<file path="src/rtl/cpu_opponent_pkg.sv">
// cpu_opponent shared definitions: FSM encodings,
// button bit indices and the LFSR feedback mask/step.
package cpu_opponent_pkg;

    typedef enum logic [2:0] {
        ST_IDLE        = 3'd0,
        ST_APPROACH    = 3'd1,
        ST_RETREAT     = 3'd2,
        ST_ATK_PRESS   = 3'd3,
        ST_ATK_RELEASE = 3'd4,
        ST_SHIELD      = 3'd5,
        ST_OVER        = 3'd6,
        ST_JUMP        = 3'd7
    } state_e;

    localparam int BTN_CENTER = 0;
    localparam int BTN_LEFT   = 1;
    localparam int BTN_RIGHT  = 2;
    localparam int BTN_UP     = 3;
    localparam int BTN_DOWN   = 4;
    localparam int BTN_ATTACK = 5;
    localparam int BTN_SHIELD = 6;

    // Galois form of x^16 + x^14 + x^13 + x^11 + 1 (right-shifting)
    localparam logic [15:0] LFSR_TAPS = 16'hB400;

    function automatic logic [15:0] lfsr_step(input logic [15:0] v);
        lfsr_step = {1'b0, v[15:1]} ^ (v[0] ? LFSR_TAPS : 16'h0000);
    endfunction

endpackage

</file>
<file path="src/rtl/cpu_opponent_lfsr16.sv">
// lfsr16: 16-bit Galois LFSR, steps once per advance pulse.
// A nonzero seed keeps the sequence away from the all-zero lockup.
module lfsr16
    import cpu_opponent_pkg::*;
(
    input  logic        clk,
    input  logic        reset,
    input  logic        advance,
    input  logic [15:0] seed,
    output logic [15:0] q
);

    logic [15:0] q_q;
    logic [15:0] q_d;

    // Next value: step only when asked
    always_comb begin
        q_d = q_q;
        if (advance) begin
            q_d = lfsr_step(q_q);
        end
    end

    // State register, reloads the seed on reset
    always_ff @(posedge clk) begin
        if (reset) begin
            q_q <= seed;
        end else begin
            q_q <= q_d;
        end
    end

    assign q = q_q;

endmodule

</file>
<file path="src/rtl/cpu_opponent.sv">
// cpu_opponent: computer player emitting p2 button vectors.
// Optional jump-on-threat behaviour enabled by defining CPU_JUMP_EN.
module cpu_opponent
    import cpu_opponent_pkg::*;
#(
    parameter int          DECISION_DIV = 2_500_000,
    parameter int          ATTACK_RANGE = 80,
    parameter int          ATTACK_HOLD  = 1_500_000,
    parameter int          SHIELD_HOLD  = 5_000_000,
    parameter int          LOW_HEALTH   = 4,
    parameter logic [15:0] LFSR_SEED    = 16'hACE1
)
(
    input  logic       clk,
    input  logic       reset,
    input  logic       enable,
    input  logic [9:0] self_x,
    input  logic [9:0] opp_x,
    input  logic [3:0] self_health,
    input  logic [3:0] self_shield,
    input  logic       self_facing,
    input  logic       opp_attack,
    input  logic [1:0] finish,
    output logic [6:0] cpu_inputs,
    output logic [2:0] state_dbg
);

    localparam int CW   = (DECISION_DIV > 1) ? $clog2(DECISION_DIV) : 1;
    localparam int HMAX = (ATTACK_HOLD > SHIELD_HOLD) ? ATTACK_HOLD : SHIELD_HOLD;
    localparam int HW   = $clog2(HMAX + 1);

    localparam logic [CW-1:0] CNT_LAST = CW'(DECISION_DIV - 1);
    localparam logic [HW-1:0] A_HOLD   = HW'(ATTACK_HOLD);
    localparam logic [HW-1:0] S_HOLD   = HW'(SHIELD_HOLD);
    localparam logic [HW-1:0] H_ONE    = HW'(1);
    localparam logic [9:0]    RANGE    = 10'(ATTACK_RANGE);
    localparam logic [3:0]    LOW_H    = 4'(LOW_HEALTH);

    logic [CW-1:0] cnt_q, cnt_d;
    logic [HW-1:0] hold_q, hold_d;
    logic [6:0]    out_q, out_d;
    state_e        state_q, state_d;
    logic          tick;
    logic [15:0]   lfsr_q;
    logic [9:0]    dx;
    logic          toward_left;
    logic          facing_ok;
    logic          in_range;
    logic          threat;
    logic          unused_ok;

    lfsr16 u_lfsr (
        .clk     (clk),
        .reset   (reset),
        .advance (tick),
        .seed    (LFSR_SEED),
        .q       (lfsr_q)
    );

    assign dx          = (self_x >= opp_x) ? self_x - opp_x : opp_x - self_x;
    assign toward_left = (opp_x < self_x);
    assign facing_ok   = (self_facing == toward_left);
    assign in_range    = (dx <= RANGE);
    assign threat      = opp_attack && in_range;
    assign unused_ok   = ^{finish[1], lfsr_q[15:2]};

    // Decision-tick divider, free-running only while enabled
    always_comb begin
        tick  = enable && (cnt_q == CNT_LAST);
        cnt_d = cnt_q + CW'(1);
        if (!enable || tick) begin
            cnt_d = '0;
        end
    end

    // Next state and hold counter; decisions only on tick from free states
    always_comb begin
        state_d = state_q;
        hold_d  = hold_q;
        if (!enable) begin
            state_d = ST_IDLE;
            hold_d  = '0;
        end else if (finish[0]) begin
            state_d = ST_OVER;
            hold_d  = '0;
        end else begin
            case (state_q)
                ST_IDLE, ST_APPROACH, ST_RETREAT: begin
                    if (tick) begin
                        if (threat && self_shield != 4'd0) begin
                            state_d = ST_SHIELD;
                            hold_d  = S_HOLD;
                        end
`ifdef CPU_JUMP_EN
                        else if (threat && lfsr_q[0]) begin
                            state_d = ST_JUMP;
                            hold_d  = A_HOLD;
                        end
`endif
                        else if (in_range && !facing_ok) begin
                            state_d = ST_APPROACH;
                        end else if (in_range) begin
                            state_d = ST_ATK_PRESS;
                            hold_d  = A_HOLD;
                        end else if (self_health < LOW_H && lfsr_q[1:0] == 2'b00) begin
                            state_d = ST_RETREAT;
                        end else begin
                            state_d = ST_APPROACH;
                        end
                    end
                end
                ST_ATK_PRESS: begin
                    if (hold_q <= H_ONE) begin
                        state_d = ST_ATK_RELEASE;
                        hold_d  = A_HOLD;
                    end else begin
                        hold_d = hold_q - H_ONE;
                    end
                end
                ST_ATK_RELEASE: begin
                    if (hold_q <= H_ONE) begin
                        state_d = ST_IDLE;
                        hold_d  = '0;
                    end else begin
                        hold_d = hold_q - H_ONE;
                    end
                end
                ST_SHIELD: begin
                    if (self_shield == 4'd0 || hold_q <= H_ONE) begin
                        state_d = ST_IDLE;
                        hold_d  = '0;
                    end else begin
                        hold_d = hold_q - H_ONE;
                    end
                end
`ifdef CPU_JUMP_EN
                ST_JUMP: begin
                    if (hold_q <= H_ONE) begin
                        state_d = ST_IDLE;
                        hold_d  = '0;
                    end else begin
                        hold_d = hold_q - H_ONE;
                    end
                end
`endif
                ST_OVER: begin
                    state_d = ST_OVER;
                end
                default: begin
                    state_d = ST_IDLE;
                    hold_d  = '0;
                end
            endcase
        end
    end

    // Button vector for the state being entered, registered with it
    always_comb begin
        out_d = '0;
        case (state_d)
            ST_APPROACH: begin
                if (toward_left) out_d[BTN_LEFT] = 1'b1;
                else             out_d[BTN_RIGHT] = 1'b1;
            end
            ST_RETREAT: begin
                if (toward_left) out_d[BTN_RIGHT] = 1'b1;
                else             out_d[BTN_LEFT] = 1'b1;
            end
            ST_ATK_PRESS: out_d[BTN_ATTACK] = 1'b1;
            ST_SHIELD:    out_d[BTN_SHIELD] = 1'b1;
`ifdef CPU_JUMP_EN
            ST_JUMP:      out_d[BTN_UP] = 1'b1;
`endif
            default:      out_d = '0;
        endcase
    end

    // Registers for divider, FSM, hold timer and outputs
    always_ff @(posedge clk) begin
        if (reset) begin
            cnt_q   <= '0;
            hold_q  <= '0;
            state_q <= ST_IDLE;
            out_q   <= '0;
        end else begin
            cnt_q   <= cnt_d;
            hold_q  <= hold_d;
            state_q <= state_d;
            out_q   <= out_d;
        end
    end

    assign cpu_inputs = out_q;
    assign state_dbg  = state_q;

endmodule
</file>
<file path="config.mk">
export PLATFORM = sky130hd
export DESIGN_NAME = cpu_opponent
export DESIGN_NICKNAME = d
export VERILOG_FILES = /design/src/rtl/cpu_opponent_pkg.sv /design/src/rtl/cpu_opponent_lfsr16.sv /design/src/rtl/cpu_opponent.sv
export SDC_FILE = /design/constraint.sdc
export NUM_CORES = 1
export LEC_CHECK = 0
export CAP_MARGIN = 20
export CORE_ASPECT_RATIO = 0.8
export CORE_MARGIN = 2
export CORE_UTILIZATION = 25
export DETAILED_ROUTE_END_ITERATION = 7
export PLACE_DENSITY = 0.47
export SYNTH_ARGS = -nofsm -noshare
export SYNTH_HDL_FRONTEND = slang
export SYNTH_HIERARCHICAL = 1
export SYNTH_SLANG_ARGS = --single-unit
</file>
<file path="constraint.sdc">
create_clock -name clk -period 6.42 [get_ports clk]
set_clock_uncertainty 0.15 [all_clocks]
set_input_delay 1.605 -clock clk [delete_from_list [all_inputs] [get_ports clk]]
set_output_delay 1.605 -clock clk [all_outputs]
set_load 0.02 [all_outputs]
</file>
==> key figures <==
Setup path
  • Kind of cell adding the most delay to the critical path: simple AND/OR/NAND/NOR gates
  • CP Class: primary input to register
  • WP buf/inv: 3
  • Critical path's slowest cell: ha_1
  • CP most frequent cell: and2_1
  • CP startpoint kind: primary input
  • Critical path fanouts, max: 15
  • Crit path DAT: 5.36 ns
  • Largest stage delay, worst path: 0.59 ns
  • Critical Path RT: 6.48 ns
  • Crit. End Element: register
  • Crit-path cells: clkdlybuf4s50_1 -> inv_1 -> ha_1 -> and2_1 -> o2111a_1 -> o31a_1 -> nor2_2 -> xnor2_1 -> or3_1 -> nand2_1 -> a31oi_2 -> buf_4 -> and2_1 -> a221o_1

Clocking
  • Clk root buf: clkbuf_16
  • Clock buffer depth: 2
  • Post-cts repair resize count: 0
  • CTS tree: done
  • Post-CTS Setup Bufs: 0
  • CTS H-tree lvls: 3
  • CTS Buf Count: 9
  • Clk pin slew, worst setup/hold paths: 0.05 ns
  • Clk Latency, worst-skew pair: 0.33 ns
  • Hold-fix buffers at CTS: 0
  • Clock sink total: 68

Placed design
  • IO Port Bufs: 38
  • Cell Area, Placed: 5350 um^2
  • Final HPWL DP: 8540 um
  • Inst Count DP: 848
  • Final Wtd Congestion: 0.875

Floorplan
  • # rows: 44
  • I/O pin count: 45
  • Die height: 126 um
  • Starting Density: 0.256
  • Die X: 157 um
  • Core area: 18200 um^2
  • Die area: 19700 um^2

Timing
  • Final Critical Period: 5.30 ns
  • Setup_tns: 0 ns
  • Endpoints failing setup: 0
  • Slew Limit Fails: 0
  • F_max: 0.189 GHz
  • Hold Fails Final Rpt: 0
  • Unrepaired setup endpoints after global routing: false
  • Rel. slew slack: 0.397
  • Period utilization: 0.825
  • Worst-Margin Slew: 0.897 ns
  • Hold Worst Slack: 0.323 ns

Power
  • Max VDD drop: 0.000131 V
  • Switching fraction of total power: 0.254
  • Int Pwr: 913 uW
  • Combinational power share: 0.169
  • Sw power: 310 uW
  • Sequential fraction of design power: 0.374
  • Clock power frac: 0.457
  • Pwr dens: 215 nW/um^2
  • Leakage: 2.21 nW

Global route
  • GRT Util Overall: 0.120
  • Met2 Use GR: 0.186
  • Vias in the first global route: 3880
  • Largest net degree at the start of global routing: 24
  • Met3 Usage GRT: 0.0286
  • Busiest layer in global routing: met2
  • GR Overflow Total: 0
  • Met1 Use GR: 0.163
  • Antenna violations before repair: 0
  • First-pass GRT wire length: 19200 um

Cells and area
  • Multi-input logic area: 2950 um^2
  • Register Area: 1520 um^2
  • Commonest cells after routing, fill and taps aside: nor2_1, dfxtp_1, nand2_1, a21oi_1, clkdlybuf4s50_1
  • Final Instance Area: 5700 um^2
  • Share of cells above drive strength 1: 0.105
  • Ant diodes: 0
  • Commonest non-fill, non-tap cell in the layout: nor2_1
  • Nets: 664
  • Post-layout util: 0.313
  • Final std cells w/o fill: 864
  • Fillers: 1927
  • Area growth from synthesis to layout: 22.3%

Logic synthesis
  • Synth Register Bits: 68
  • Top_reg_cell synth: dfxtp_1
  • Number of flops mapped to enable cells by yosys: 16
  • Synth unique cells: 78
  • Synth Instances: 556
  • Mapped cell area: 4660 um^2
  • Ys Warns: 6
  • Syn_area_per_cell: 8.38 um^2
  • Async SR Flop Fraction: 0
  • Post-synthesis sequential area ratio: 0.327

Routing
  • Antenna-violating nets left: 0
  • Drt drc: 0
  • DRT Pass-1 Iters: 4
  • Vias: 4100
  • Initial DRC Count: 341
  • Wirelength per Cell: 13.2 um
  • Final WL: 11400 um
  • Vias per inst: 4.75

Min path
  • Hold Crit Class: register to register

Job
  • Max_cap viols: 0

Status
  • Status: finished clean
[area by class of cell]
cell class,count,area share
clock buffer,13,0.0532
tap,253,0.0556
sequential,68,0.267
multi-input combinational,448,0.518
inverter,35,0.0231
clock inverter,3,0.00813
timing repair buffer,44,0.0747
[power groups by stage]
stage	Combinational, mW	Sequential (mW)	Clock [mW]
2_1_floorplan	0.148	0.465	0
3_3_place_gp	0.204	0.467	0
3_5_place_dp	0.205	0.467	0
4_1_cts	0.206	0.458	0.575
5_1_grt	0.229	0.459	0.592
6_report	0.207	0.458	0.559
[cells in the mapped netlist (all sizes together) (3+ instances only)]
library cell  instances  area (um^2)
mux2                 13          195
o21ai                33          165
xor2                 22          193
o21a                  5         37.5
nor3                 18          106
a31oi                10         68.8
and3                  9         57.6
a21o                  9         68.8
xnor2                14          123
a22o                  3         26.3
ha                   23          288
o21bai                4         30.0
nor2                 64          243
or2                   3         18.8
nand3                17         97.6
a211oi                5         37.5
nand2                42          158
a211o                 3         26.3
a21oi                42          218
or4                   5         41.3
dfxtp                52         1040
buf                  10         71.3
nor2b                 5         31.3
inv                  35          131
nor4                 11         90.1
or3                   7         50.1
nand2b                5         31.3
nand3b                3         22.5
nand4                 9         56.3
and2                 10         68.8
edfxtp               16          480
o211ai                3         22.5
o221a                 3         33.8
clkbuf               12         45.0
[logic make-up after synthesis]
family,synth area share
simple gates,0.242
compound gates,0.203
flops,0.327
buf+inv,0.0532
xor+xnor,0.0677
fa+ha+maj,0.0618
mux,0.0441
other cells,0.00161
[final timing paths]
path                            depth (start not counted)  startpoint  slack (ns)    endpoint
worst min-delay path                                    1    cnt_q[0]        0.32    cnt_q[0]
worst max-delay path                                   14   self_x[6]        1.12  hold_q[17]
worst max register to register                          9   hold_q[8]        3.21  hold_q[17]
worst min register to register                          1    cnt_q[0]        0.32    cnt_q[0]
[state kept, by name, indices dropped and copies added, names as in the netlist]
signal,flops
cnt_q,22
state_dbg,3
cpu_inputs,4
u_lfsr/q,16
hold_q,23
[routing by layer]
metal  share of wire  up-vias
met1            0.50     1922
met4           0.020        0
met5               0        -
met2            0.44       78
li1                -     2080
met3           0.041       20
[through the flow]
stage / total power [mW] / setup WS (ns)
6_report: 1.22 / 1.12
5_1_grt: 1.28 / 0.853
4_1_cts: 1.24 / 1.09
3_5_place_dp: 0.672 / 0.733
3_3_place_gp: 0.671 / 0.743
2_1_floorplan: 0.613 / 1.94
[worst reg2reg max path: stages (launching register included)]
cell and delay [ns]:
dfxtp_1 0.36, nor4_2 0.58, o21ai_0 0.19, nor3_1 0.40, nand3_4 0.18, a21o_2 0.28
nor2_1 0.32, a311o_1 0.25, nor2_1 0.08, a221o_1 0.31
No activity file was read; power rests on OpenSTA's default activity.
